<file path="config.mk">
export PLATFORM = sky130hd
export DESIGN_NAME = alu_seq
export DESIGN_NICKNAME = d
export VERILOG_FILES = /design/src/rtl/alu_seq_pkg.sv /design/src/rtl/alu_seq_bcd_adjust.sv /design/src/rtl/alu_seq.sv
export SDC_FILE = /design/constraint.sdc
export NUM_CORES = 1
export LEC_CHECK = 0
export CAP_MARGIN = 40
export CORE_ASPECT_RATIO = 1.4
export CORE_UTILIZATION = 50
export CTS_BUF_LIST = sky130_fd_sc_hd__clkbuf_16
export CTS_CLUSTER_SIZE = 25
export DETAILED_ROUTE_END_ITERATION = 10
export GPL_TIMING_DRIVEN = 1
export PLACE_DENSITY = 0.81
export SLEW_MARGIN = 15
export SYNTH_ARGS = -nofsm -noshare
export SYNTH_HDL_FRONTEND = slang
export SYNTH_SLANG_ARGS = --single-unit
export TNS_END_PERCENT = 30
</file>
<file path="constraint.sdc">
create_clock -name i_clk -period 4.05 [get_ports i_clk]
set_clock_uncertainty 0.1 [all_clocks]
set_input_delay 0.6075 -clock i_clk [delete_from_list [all_inputs] [get_ports i_clk]]
set_output_delay 0.6075 -clock i_clk [all_outputs]
set_load 0.02 [all_outputs]
</file>
<file path="src/rtl/alu_seq_pkg.sv">
// Shared ALU encodings: FSM states, operation codes, P-register bit positions.
// Pure declarations; no logic, no latency, no flow control.
package alu_seq_pkg;

    typedef enum logic [1:0] {
        C_ALU_ST_IDLE = 2'd0,
        C_ALU_ST_ADJ  = 2'd1,
        C_ALU_ST_HOLD = 2'd2
    } alu_st_e;

    localparam logic [3:0] C_ALU_CTRL_THA = 4'h0;
    localparam logic [3:0] C_ALU_CTRL_AND = 4'h1;
    localparam logic [3:0] C_ALU_CTRL_ORA = 4'h2;
    localparam logic [3:0] C_ALU_CTRL_EOR = 4'h3;
    localparam logic [3:0] C_ALU_CTRL_ADC = 4'h4;
    localparam logic [3:0] C_ALU_CTRL_SBC = 4'h5;
    localparam logic [3:0] C_ALU_CTRL_CMP = 4'h6;
    localparam logic [3:0] C_ALU_CTRL_BIT = 4'h7;
    localparam logic [3:0] C_ALU_CTRL_INC = 4'h8;
    localparam logic [3:0] C_ALU_CTRL_DEC = 4'h9;
    localparam logic [3:0] C_ALU_CTRL_ASL = 4'hA;
    localparam logic [3:0] C_ALU_CTRL_LSR = 4'hB;
    localparam logic [3:0] C_ALU_CTRL_ROL = 4'hC;
    localparam logic [3:0] C_ALU_CTRL_ROR = 4'hD;

    localparam int C_FLAG_SHFT_C = 0;
    localparam int C_FLAG_SHFT_Z = 1;
    localparam int C_FLAG_SHFT_I = 2;
    localparam int C_FLAG_SHFT_D = 3;
    localparam int C_FLAG_SHFT_B = 4;
    localparam int C_FLAG_SHFT_V = 6;
    localparam int C_FLAG_SHFT_N = 7;

    function automatic logic is_addsub(input logic [3:0] ctrl);
        return (ctrl == C_ALU_CTRL_ADC) || (ctrl == C_ALU_CTRL_SBC);
    endfunction

endpackage

</file>
<file path="src/rtl/alu_seq_bcd_adjust.sv">
// Combinational per-digit BCD correction of a binary add/sub result; zero latency.
// No flow control: the caller registers the output in its ADJ state.
module alu_seq_bcd_adjust #(
    parameter int DW = 8
) (
    input  logic [DW-1:0]   i_sum,
    input  logic [DW/4-1:0] i_nib_c,
    input  logic            i_sub,
    output logic [DW-1:0]   o_res,
    output logic            o_carry
);

    localparam int ND = DW / 4;

    logic [4:0] w_t;
    logic       w_extra;
    logic       w_dc;

    always_comb begin
        o_res   = '0;
        o_carry = 1'b0;
        w_t     = '0;
        w_extra = 1'b0;
        w_dc    = 1'b0;
        for (int i = 0; i < ND; i++) begin
            if (i_sub) begin
                // A borrowing digit wrapped by 16 instead of 10: take 6 back off.
                o_res[4*i +: 4] = i_nib_c[i] ? i_sum[4*i +: 4] : i_sum[4*i +: 4] + 4'hA;
                w_dc            = i_nib_c[i];
            end else begin
                // w_extra is a decimal carry from the digit below that the binary adder never saw.
                w_t             = {1'b0, i_sum[4*i +: 4]} + {4'b0, w_extra};
                w_dc            = i_nib_c[i] | w_t[4] | (w_t[3:0] > 4'd9);
                o_res[4*i +: 4] = w_t[3:0] + (w_dc ? 4'd6 : 4'd0);
                w_extra         = w_dc & ~i_nib_c[i];
            end
            o_carry = w_dc;
        end
    end

endmodule

</file>
<file path="src/rtl/alu_seq.sv">
// Registered 6502-style ALU with BCD ADC/SBC: 1 cycle binary, 2 cycles decimal.
// Result held until OUT_READY; a new op may be accepted in the same cycle as the drain.
module alu_seq
    import alu_seq_pkg::*;
#(
    parameter int DW     = 8,
    parameter int DEC_EN = 1
) (
    input  logic          i_clk,
    input  logic          i_rst_n,
    input  logic          i_in_valid,
    output logic          o_in_ready,
    input  logic [DW-1:0] i_a,
    input  logic [DW-1:0] i_b,
    input  logic [7:0]    i_flag_in,
    input  logic [3:0]    i_ctrl,
    output logic          o_out_valid,
    input  logic          i_out_ready,
    output logic [DW-1:0] o_out,
    output logic [7:0]    o_flag_out
);

    localparam int ND  = DW / 4;
    localparam int MSB = DW - 1;

    alu_st_e         r_state;
    alu_st_e         w_state_nxt;
    logic [DW-1:0]   r_out;
    logic [7:0]      r_flag_out;
    logic [ND-1:0]   r_nib_c;
    logic            r_sub;

    logic            w_in_ready;
    logic            w_accept;
    logic            w_dec;
    logic            w_sub;
    logic            w_cin;
    logic            w_chain;
    logic            w_cout;
    logic            w_ovf;
    logic [4:0]      w_nib_t;
    logic [DW-1:0]   w_bb;
    logic [DW-1:0]   w_sum;
    logic [ND-1:0]   w_nib_c;
    logic [DW-1:0]   w_res;
    logic [7:0]      w_flg;
    logic            w_nz_upd;
    logic [DW-1:0]   w_nz_src;
    logic [DW-1:0]   w_adj_res;
    logic            w_adj_c;

    // Nibble-chained adder so the BCD stage gets every digit carry for free.
    always_comb begin
        w_sub   = (i_ctrl == C_ALU_CTRL_SBC) || (i_ctrl == C_ALU_CTRL_CMP);
        w_bb    = w_sub ? ~i_b : i_b;
        w_cin   = (i_ctrl == C_ALU_CTRL_CMP) ? 1'b1 : i_flag_in[C_FLAG_SHFT_C];
        w_sum   = '0;
        w_nib_c = '0;
        w_nib_t = '0;
        w_chain = w_cin;
        for (int i = 0; i < ND; i++) begin
            w_nib_t         = {1'b0, i_a[4*i +: 4]} + {1'b0, w_bb[4*i +: 4]} + {4'b0, w_chain};
            w_sum[4*i +: 4] = w_nib_t[3:0];
            w_nib_c[i]      = w_nib_t[4];
            w_chain         = w_nib_t[4];
        end
    end

    assign w_cout = w_nib_c[ND-1];
    assign w_ovf  = (i_a[MSB] == w_bb[MSB]) & (w_sum[MSB] != i_a[MSB]);
    assign w_dec  = (DEC_EN != 0) && i_flag_in[C_FLAG_SHFT_D] && is_addsub(i_ctrl);

    always_comb begin
        w_res    = i_a;
        w_flg    = i_flag_in;
        w_nz_upd = 1'b1;
        w_nz_src = '0;
        case (i_ctrl)
            C_ALU_CTRL_THA: w_nz_upd = 1'b0;
            C_ALU_CTRL_BIT: begin
                w_nz_upd              = 1'b0;
                w_flg[C_FLAG_SHFT_N]  = i_b[MSB];
                w_flg[C_FLAG_SHFT_V]  = i_b[MSB-1];
                w_flg[C_FLAG_SHFT_Z]  = ~|(i_a & i_b);
            end
            C_ALU_CTRL_CMP: w_flg[C_FLAG_SHFT_C] = w_cout;
            C_ALU_CTRL_ADC,
            C_ALU_CTRL_SBC: begin
                w_res                 = w_sum;
                w_flg[C_FLAG_SHFT_C]  = w_cout;
                w_flg[C_FLAG_SHFT_V]  = w_ovf;
            end
            C_ALU_CTRL_INC: w_res = i_a + DW'(1);
            C_ALU_CTRL_DEC: w_res = i_a - DW'(1);
            C_ALU_CTRL_ASL: begin
                w_res                 = {i_a[MSB-1:0], 1'b0};
                w_flg[C_FLAG_SHFT_C]  = i_a[MSB];
            end
            C_ALU_CTRL_LSR: begin
                w_res                 = {1'b0, i_a[MSB:1]};
                w_flg[C_FLAG_SHFT_C]  = i_a[0];
            end
            C_ALU_CTRL_ROL: begin
                w_res                 = {i_a[MSB-1:0], i_flag_in[C_FLAG_SHFT_C]};
                w_flg[C_FLAG_SHFT_C]  = i_a[MSB];
            end
            C_ALU_CTRL_ROR: begin
                w_res                 = {i_flag_in[C_FLAG_SHFT_C], i_a[MSB:1]};
                w_flg[C_FLAG_SHFT_C]  = i_a[0];
            end
            C_ALU_CTRL_AND: w_res = i_a & i_b;
            C_ALU_CTRL_ORA: w_res = i_a | i_b;
            C_ALU_CTRL_EOR: w_res = i_a ^ i_b;
            default:        w_res = i_a;
        endcase
        // CMP reports A but flags the difference.
        if (w_nz_upd) begin
            w_nz_src             = (i_ctrl == C_ALU_CTRL_CMP) ? w_sum : w_res;
            w_flg[C_FLAG_SHFT_N] = w_nz_src[MSB];
            w_flg[C_FLAG_SHFT_Z] = ~|w_nz_src;
        end
    end

    alu_seq_bcd_adjust #(
        .DW (DW)
    ) u_bcd_adjust (
        .i_sum   (r_out),
        .i_nib_c (r_nib_c),
        .i_sub   (r_sub),
        .o_res   (w_adj_res),
        .o_carry (w_adj_c)
    );

    always_ff @(posedge i_clk or negedge i_rst_n) begin
        if (!i_rst_n) r_state <= C_ALU_ST_IDLE;
        else          r_state <= w_state_nxt;
    end

    always_comb begin
        w_state_nxt = r_state;
        w_in_ready  = 1'b0;
        case (r_state)
            C_ALU_ST_IDLE: w_in_ready = 1'b1;
            C_ALU_ST_ADJ:  w_state_nxt = C_ALU_ST_HOLD;
            C_ALU_ST_HOLD: begin
                w_in_ready = i_out_ready;
                if (i_out_ready) w_state_nxt = C_ALU_ST_IDLE;
            end
            default:       w_state_nxt = C_ALU_ST_IDLE;
        endcase
        w_accept = i_in_valid & w_in_ready;
        if (w_accept) w_state_nxt = w_dec ? C_ALU_ST_ADJ : C_ALU_ST_HOLD;
    end

    // Decimal ops park the binary sum in r_out and finish it during ADJ.
    always_ff @(posedge i_clk or negedge i_rst_n) begin
        if (!i_rst_n) begin
            r_out      <= '0;
            r_flag_out <= '0;
            r_nib_c    <= '0;
            r_sub      <= 1'b0;
        end else if (w_accept) begin
            r_out      <= w_res;
            r_flag_out <= w_flg;
            r_nib_c    <= w_nib_c;
            r_sub      <= (i_ctrl == C_ALU_CTRL_SBC);
        end else if (r_state == C_ALU_ST_ADJ) begin
            r_out                     <= w_adj_res;
            r_flag_out[C_FLAG_SHFT_C] <= w_adj_c;
            r_flag_out[C_FLAG_SHFT_N] <= w_adj_res[MSB];
            r_flag_out[C_FLAG_SHFT_Z] <= ~|w_adj_res;
        end
    end

    assign o_in_ready  = w_in_ready;
    assign o_out_valid = (r_state == C_ALU_ST_HOLD);
    assign o_out       = r_out;
    assign o_flag_out  = r_flag_out;

endmodule

</file>
==> impl_metrics.yaml <==
floorplan:
  die_area_um2: 6311
  start_util_pct: 51.47
  die_h_um: 93.60
  dieWidth_um: 67.43
  rows: 33
  core_area_um2: 5822
  io-pin-count: 50
sta:
  layout_min_cycle_time_ns: 4.146
  fin_crit_sh_pct: 102.4
  fin_ws_ns: -0.09602
  rsz0062_at_grt: "true"
  finalSetupTns_ns: -0.1773
  fmax_mhz: 241.2
  setup_viol: 2
  tightest_slew_ns: 0.8808
  relSlewSlack_pct: 41.28
  hold_viol_final: 0
  drv_slew: 0
drt:
  drt_iter0_markers: 215
  drc: 0
  firstDrtPassIters: 5
  wirelength_um: 9927
  detail-route-antenna-nets: 0
  viasPerCell: 6.288
  vias: 3383
  wl_per_cell_um: 18.45
synth:
  synth_async_sr_flop_share_pct: 100.0
  yosysWarnings: 0
  netlist_instances: 381
  synth-seq-area-share_pct: 17.54
  ys_types: 59
  synthFlopType: "dfrtp_1"
  synth_seq_cells: 21
  syn_area_um2: 2997
  avgSynthCellArea_um2: 7.865
  synth_nets: 454
  synth_edf_count: 0
global_routing:
  gr-total-overflow: 0
  grt_pass1_wl_um: 15800
  grt_max_degree: 34
  antenna_found_initial: 0
  grt_pass1_vias: 3340
  gr-usage-all-layers_pct: 33.44
clocking:
  cts_tree: "done"
  clockBufferDepth: 2
  cts_root_buffer: "clkbuf_16"
  cts.sinks: 21
  clk_latency_ns: 0.26
  clk_pin_slew_worst_paths_ns: 0.06
  htree_num_levels: 1
  numCtsBuffers: 3
setup_path:
  critPathSlowestCell: "fa_2"
  start_kind: "primary input"
  cp-end-kind: "flip-flop"
  critPathArrivalTime_ns: 4.23
  cp_max_fo: 3
  cp_cell_sequence: "buf_8 > nand2b_4 > a21o_4 > xnor2_4 > fa_2 > fa_2 > a21o_1 > a21o_1 > fa_2 > buf_6 > a21o_1 > a21oi_2 > xnor2_2 > buf_4 > or3_1 > a31oi_1 > nand4_1 > o21ai_1"
  ff2ff_setup_slack_ns: 0.29
  required_ns: 4.13
  critPathKind: "primary input to flip-flop"
  critPathTopFamily: "compound AO/OA/AOI/OAI gates"
  cp.buffers_inverters: 3
  cpPeakStageDelay_ns: 0.38
placed_design:
  hpwl_um: 7640
  place_ws_ns: -0.8875
  place.gp.congestion: 0.9655
  io_buffers: 49
cells_and_area:
  syn2layout_area_growth_pct: 36.87
  fin_util_pct: 70.45
  drive_gt1_share_pct: 19.44
  fillers: 484
  final_nets: 542
  antenna_cells: 0
  final_cell_mix: "buf_4 (49), clkdlybuf4s50_1 (43), nand2_1 (36), ha_1 (34), a21oi_1 (31)"
  final_common_cell: "buf_4"
power_and_ir_drop:
  intPower_uw: 716.8
  leakage_uw: 0.001876
  combPwrFrac_pct: 57.8
  swShare_pct: 39.97
  seqPwrFrac_pct: 24.3
  max-vdd-ir-drop_uv: 142.8
  power_density_nw_per_um2: 291.2
  p_sw_uw: 477.3
  p_clk_share_pct: 17.9
outcome:
  violations: "negative setup slack"
  outcome: "finished with violations"
flow_run:
  maxCapViolCount: 0
hold_path:
  min_path_type: "flip-flop to flip-flop"
[power by group through the flow]
stage	clock network [uW]	logic, uW	registers [uW]
after floorplan	0	346	319
after global placement	0	625	290
after detailed placement	0	647	292
after CTS	212	667	289
after global routing	223	748	296
final	214	690	290
[repair_timing]
action                     CTS  global route
resized for setup           32             9
hold buffers                 0             0
buffers inserted             5             5
pin swaps                   22            19
setup endpoints to repair    8             6
hold endpoints to repair     0             0
[layout make-up]
class                           count  area [um2]  area share (%)
Clock inverter                      1       7.507          0.1830
Clock buffer                        3       75.07           1.830
Inverter                           26       105.1           2.563
Sequential cell                    21       525.5           12.81
Timing Repair Buffer              102       907.1           22.12
Multi-Input combinational cell    315        2394           58.36
Tap cell                           70       87.58           2.135
[layer usage]
layer / vias up / global-route usage, % / share of wire (%)
met2: 185 / 58.33 / 51
li1: 1569 / - / -
met5: - / 0 / 0
met1: 1578 / 37.50 / 36
met3: 51 / 2.439 / 6.6
met4: 0 / 22.16 / 5.6
[synthesized netlist by cell type, drive strengths merged (4+ instances only)]
| master | instances | area, um2 |
|---|---|---|
| inv | 25 | 93.84 |
| xnor2 | 19 | 166.4 |
| and3 | 5 | 31.28 |
| a211oi | 4 | 30.03 |
| buf | 11 | 61.31 |
| nor2b | 11 | 68.82 |
| a21o | 10 | 75.07 |
| dfrtp | 21 | 525.5 |
| nand3 | 6 | 30.03 |
| o21ai | 23 | 115.1 |
| nand2 | 37 | 138.9 |
| o221ai | 5 | 43.79 |
| clkbuf | 8 | 30.03 |
| ha | 34 | 425.4 |
| nor2 | 19 | 71.32 |
| nor3b | 6 | 45.04 |
| a21oi | 33 | 165.2 |
| mux2i | 8 | 80.08 |
| nor3 | 7 | 35.03 |
| nand2b | 7 | 43.79 |
| a22oi | 4 | 30.03 |
| a31oi | 12 | 75.07 |
| or2 | 6 | 40.04 |
| fa | 7 | 140.1 |
| o22ai | 5 | 31.28 |
[state kept, by name, summed over array words and instances, names as in the netlist]
signal      count
r_state         2
r_sub           1
o_out           8
o_flag_out      8
r_nib_c         2
[cell families after synthesis]
family / share of synthesized area, %
flip-flops: 17.54
AND/OR/NAND/NOR: 19.88
adder cells (fa/ha/maj): 18.87
buffers and inverters: 6.305
multiplexers: 3.424
XOR/XNOR: 6.430
AO/OA/AOI/OAI: 27.56
[metrics by stage]
stage | hold slack (ns) | cell area, um2 | std cells | total power [uW]
after floorplan | 0.2119 | 3063 | 381 | 664.4
after global placement | 0.3580 | 3851 | 524 | 914.9
after detailed placement | 0.3756 | 3866 | 525 | 939.0
after CTS | 0.3893 | 4048 | 534 | 1169
after global routing | 0.4160 | 4101 | 538 | 1267
final | 0.3787 | 4101 | 538 | 1194
[worst min-delay path, delay by kind of cell, from the launching register on]
family / cells / cell delay, ns
DFF: 1 / 0.34
and+or+nand+nor: 2 / 0.10
[worst paths after layout]
kind	startpoint	endpoint	depth (start not counted)
setup / recovery	i_ctrl[0]	o_flag_out[1]$_DFFE_PN0P_	18
hold / removal	o_flag_out[5]$_DFFE_PN0P_	o_flag_out[5]$_DFFE_PN0P_	2
setup reg to reg	o_out[2]$_DFFE_PN0P_	o_flag_out[1]$_DFFE_PN0P_	17
hold reg to reg	o_flag_out[5]$_DFFE_PN0P_	o_flag_out[5]$_DFFE_PN0P_	2
max in group asynchronous	i_rst_n	o_out[4]$_DFFE_PN0P_	2
min in group asynchronous	i_rst_n	o_flag_out[4]$_DFFE_PN0P_	1
Note: power is estimated with default switching activity, not from simulation.
